File: config.mk
export PLATFORM = sky130hd
export DESIGN_NAME = serial_sub
export DESIGN_NICKNAME = d
export VERILOG_FILES = /design/src/rtl/serial_sub_pkg.sv /design/src/rtl/serial_sub_full_sub.sv /design/src/rtl/serial_sub.sv
export SDC_FILE = /design/constraint.sdc
export NUM_CORES = 1
export LEC_CHECK = 0
export CAP_MARGIN = 30
export CORE_MARGIN = 4
export CORE_UTILIZATION = 38
export DETAILED_ROUTE_END_ITERATION = 16
export PLACE_DENSITY = 0.61
export SYNTH_ARGS = -nofsm -noshare
export SYNTH_HDL_FRONTEND = slang
export SYNTH_SLANG_ARGS = --single-unit
File: constraint.sdc
create_clock -name clk -period 2.7 [get_ports clk]
set_input_delay 0.675 -clock clk [delete_from_list [all_inputs] [get_ports clk]]
set_output_delay 0.675 -clock clk [all_outputs]
set_load 0.005 [all_outputs]
File: src/rtl/serial_sub_pkg.sv
// rtl/serial_sub_pkg.sv - shared state encoding and default width for the bit-serial subtractor
package serial_sub_pkg;

    localparam int SERSUB_WIDTH = 8;

    typedef enum logic [1:0] {
        IDLE = 2'd0,
        RUN  = 2'd1,
        DONE = 2'd2
    } state_t;

endpackage

File: src/rtl/serial_sub_full_sub.sv
// rtl/serial_sub_full_sub.sv - single-bit full subtractor cell (a - b - bi)
module full_sub (
    input  logic a,
    input  logic b,
    input  logic bi,
    output logic d,
    output logic bo
);

    // Difference bit and borrow-out of one bit position
    always_comb begin
        d  = a ^ b ^ bi;
        bo = (~a & b) | (~(a ^ b) & bi);
    end

endmodule

File: src/rtl/serial_sub.sv
// rtl/serial_sub.sv - bit-serial LSB-first subtractor with valid/ready handshakes; SERSUB_OVF_EN adds signed overflow output
module serial_sub
    import serial_sub_pkg::*;
#(
    parameter int WIDTH = SERSUB_WIDTH
) (
    input  logic             clk,
    input  logic             rst,
    input  logic             in_valid,
    output logic             in_ready,
    input  logic [WIDTH-1:0] a,
    input  logic [WIDTH-1:0] b,
    input  logic             bin,
    output logic             out_valid,
    input  logic             out_ready,
    output logic [WIDTH-1:0] d,
`ifdef SERSUB_OVF_EN
    output logic             bout,
    output logic             ovf
`else
    output logic             bout
`endif
);

    localparam int CW = $clog2(WIDTH + 1);
    localparam logic [CW-1:0] LAST_BIT = CW'(WIDTH - 1);

    state_t           state;
    logic [WIDTH-1:0] a_sr;
    logic [WIDTH-1:0] b_sr;
    logic [WIDTH-1:0] d_sr;
    logic             borrow;
    logic [CW-1:0]    cnt;
    logic             bout_r;
    logic             diff_bit;
    logic             bo_bit;
`ifdef SERSUB_OVF_EN
    logic             ovf_r;
`endif

    // The one arithmetic cell, fed from the operand LSBs and the borrow flop
    full_sub u_full_sub (
        .a  (a_sr[0]),
        .b  (b_sr[0]),
        .bi (borrow),
        .d  (diff_bit),
        .bo (bo_bit)
    );

    // Handshake flags decode state only; in_ready is also held low during reset
    always_comb begin
        in_ready  = (state == IDLE) && !rst;
        out_valid = (state == DONE);
        d         = d_sr;
        bout      = bout_r;
`ifdef SERSUB_OVF_EN
        ovf       = ovf_r;
`endif
    end

    // Control FSM and serial datapath: capture, shift one bit per cycle, hold result
    always_ff @(posedge clk or posedge rst) begin
        if (rst) begin
            state  <= IDLE;
            a_sr   <= '0;
            b_sr   <= '0;
            d_sr   <= '0;
            borrow <= 1'b0;
            cnt    <= '0;
            bout_r <= 1'b0;
`ifdef SERSUB_OVF_EN
            ovf_r  <= 1'b0;
`endif
        end else begin
            case (state)
                IDLE: begin
                    if (in_valid) begin
                        a_sr   <= a;
                        b_sr   <= b;
                        borrow <= bin;
                        cnt    <= '0;
                        state  <= RUN;
                    end
                end
                RUN: begin
                    d_sr   <= {diff_bit, d_sr[WIDTH-1:1]};
                    a_sr   <= a_sr >> 1;
                    b_sr   <= b_sr >> 1;
                    borrow <= bo_bit;
                    cnt    <= cnt + CW'(1);
                    if (cnt == LAST_BIT) begin
                        // Borrow flop still holds the borrow into the MSB here
                        bout_r <= bo_bit;
`ifdef SERSUB_OVF_EN
                        ovf_r  <= borrow ^ bo_bit;
`endif
                        state  <= DONE;
                    end
                end
                DONE: begin
                    if (out_ready) begin
`ifdef SERSUB_OVF_EN
                        ovf_r <= 1'b0;
`endif
                        state <= IDLE;
                    end
                end
                default: state <= IDLE;
            endcase
        end
    end

endmodule

==> flow_summary_export.csv <==
group,metric,value,unit
drt,postRouteAntennaNets,0,
sta,fmax,0.408,GHz
layout,drive_above_1_share,13.8,%
global_route,grt_pass1_vias,1086,
global_route,grt_pass1_wl,4970,microns
clock_tree,clk_pin_slew_worst_paths,60,ps
clock_tree,post-cts-setup-buffers,0,
yosys,ys_seq_area_share,54.5,%
place,port_buffers,31,
pwr,pwr-share-clk,17.6,%
sta,worst_pin_slew,452,ps
layout,syn_to_final_growth,27.3,%
sta,drv_slew,0,
floorplan,row_count,22,
outcome,status,"completed",
pwr,p_per_area,1010,nW/um^2
floorplan,fp.dieW,70.2,microns
layout,fin_nets,182,
yosys,syn_area,1470,sq um
yosys,yosys_warnings,0,
sta,rsz0062_at_grt,"false",
place,place.gp.congestion,0.755,
critical_path,crit_type,"input pin to output port",
pwr,ir_worst_vdd,0.000356,V
layout,diodes,0,
global_route,gr-total-overflow,0,
clock_tree,root_buffer,"clkbuf_8",
drt,routed-via-count,1063,
drt,wl_per_cell,13.5,microns
yosys,synthCells,126,
critical_path,worstSetupEndpointType,"output port",
drt,route.detailed.drc,0,
layout,post-route-util,50.7,%
global_route,grt_max_degree,33,
clock_tree,clkSinkCount,32,
clock_tree,cts_buffer_depth,2,
yosys,synth_fp_nets,149,
floorplan,initial_utilization,39.8,%
pwr,p_seq_share,42.8,%
place,dp_hpwl,1990,microns
sta,finalCritPeriodShare,90.7,%
clock_tree,cts_tree,"done",
floorplan,dieArea,4920,sq um
clock_tree,htreeDepth,2,
global_route,antenna_found_initial,0,
place,dpl_worst_slack,250,ps
pwr,leakage,0.815,nW
pwr,switching_power,0.000591,W
clock_tree,insertion_delay,280,ps
pwr,pwr-share-comb,39.6,%
critical_path,path_max_fanout,2,
sta,hold_violations,0,
drt,vias_per_cell,5.14,
sta,worst_slack,251,ps
sta,period_minus_slack,2450,ps
clock_tree,cts_resized,0,
floorplan,dieHeight,70.2,microns
yosys,ys_ff_latch,32,
clock_tree,hold_buffers,0,
floorplan,io_pins,32,
floorplan,core_area,3690,sq um
critical_path,critPathArrivalTime,1770,ps
pwr,intPower,0.00130,W
yosys,syn_avg_cell_area,11.7,sq um
global_route,grt_usage,12.6,%
sta,slew_headroom,69.8,%
pwr,p_sw_share,31.2,%
drt,first_pass_iters,6,
critical_path,cp.required,2030,ps
sta,fin_skew,1.72,ps
sta,tns,0,ps
drt,wl,2800,microns
job,max_cap_viol_count,0,
critical_path,start_kind,"input pin",
drt,drtIter0Drc,49,
yosys,ys_types,29,
worst_hold_path,hp-class,"flip-flop to flip-flop",
clock_tree,cts_buffers,5,
sta,setup_violations,0,
## worst max-delay path: stages
cell	delay, ps
clkdlybuf4s50_1	420
nor3_1	150
clkdlybuf4s50_1	530
## state kept, by name, indices dropped and copies added, names as in the netlist
name    count
a_sr        8
b_sr        8
d           8
cnt         4
state       2
borrow      1
bout        1
## cell usage after synthesis
cell type   n  area share [%]
a41oi_1     1            0.60
a21oi_1     3             1.0
inv_1       6             1.5
mux2_2      5             3.8
nor2b_1     2            0.85
nand2b_1    1            0.43
o22ai_1     2            0.85
a22o_1      3             1.8
and3b_1     1            0.60
a32o_1      1            0.68
a31oi_1     2            0.85
buf_6       2             1.5
a22oi_1    14             7.2
buf_2       4             1.4
o21bai_2    1            0.77
nor2_1      1            0.26
fa_1        1             1.4
buf_4       2             1.0
mux2_4      4             4.1
o21ai_0    14             4.8
mux2i_1     1            0.68
buf_12      1             1.4
dfrtp_1    32              55
a2bb2oi_1   1            0.60
nand2_1    16             4.1
nor3_1      1            0.34
nor2b_4     2             1.9
nand3_1     1            0.34
ha_1        1            0.85
## worst paths after layout
path | endpoint | cells past startpoint | start | slack [ps]
setup / recovery | in_ready | 3 | rst | 250
setup reg to reg | d[5] | 3 | state[0] | 1110
min in group asynchronous | state[0] | 3 | rst | 800
max in group asynchronous | b_sr[2] | 3 | rst | 1600
hold reg to reg | cnt[3] | 1 | cnt[3] | 480
hold / removal | cnt[3] | 1 | cnt[3] | 480
## through the flow
| step | power, W | std cells | hold slack [ps] | area (sq um) |
|---|---|---|---|---|
| floorplan | 0.00134 | 126 | 445 | 1470 |
| global placement | 0.00155 | 200 | 462 | 1790 |
| detailed placement | 0.00158 | 200 | 474 | 1790 |
| CTS | 0.00193 | 207 | 484 | 1870 |
| global route | 0.00204 | 207 | 505 | 1870 |
| finish | 0.00189 | 207 | 482 | 1870 |
## power groups by stage
stage	Clock [W]	Sequential (W)	Combinational [W]
finish	0.000332	0.000811	0.000749
global route	0.000366	0.000839	0.000831
CTS	0.000349	0.000812	0.000766
detailed placement	0	0.000820	0.000764
global placement	0	0.000807	0.000743
floorplan	0	0.000798	0.000544
## cell type report
class,instances,area (sq um)
sequential,32,801
tap,48,60.1
inverter,6,22.5
fill,366,1820
multi-input combinational,79,568
timing repair buffer,35,340
clock inverter,1,5.00
clock buffer,6,72.6
## per-layer routing
metal | vias to the layer above | wire length [microns] | global-route usage, %
li1 | 512 | - | -
met3 | 2 | 167 | 4.75
met4 | 0 | 9 | 3.83
met1 | 507 | 1240 | 16.2
met5 | - | 0 | 0
met2 | 42 | 1380 | 19.8
## cell families (layout without fill, tap and decap cells)
kind of cell,after synthesis,in the layout,share of synthesized area [%]
AOI/OAI and AO/OA,42,42,19.1
adders and majority gates,2,2,2.21
buffers and inverters,15,48,6.81
DFF,32,32,54.5
muxes,10,10,8.60
and+or+nand+nor,25,25,8.77
## layout by cell type, fill, tap and decap left out, drive strengths merged
| cell type | count |
|---|---|
| dfrtp | 32 |
| clkdlybuf4s50 | 31 |
| nand2 | 16 |
| a22oi | 14 |
| o21ai | 14 |
| mux2 | 9 |
| inv | 6 |
| clkbuf | 6 |
| buf | 4 |
| nor2b | 4 |
| a21oi | 3 |
| a22o | 3 |
| o22ai | 2 |
| a31oi | 2 |
| o21bai | 1 |
| and3b | 1 |
| nand3 | 1 |
| a41oi | 1 |
| nor3 | 1 |
| nor2 | 1 |
| a32o | 1 |
| a2bb2oi | 1 |
| nand2b | 1 |
| mux2i | 1 |
| fa | 1 |
| ha | 1 |
| clkinv | 1 |
No activity file was read; power rests on OpenSTA's default activity.
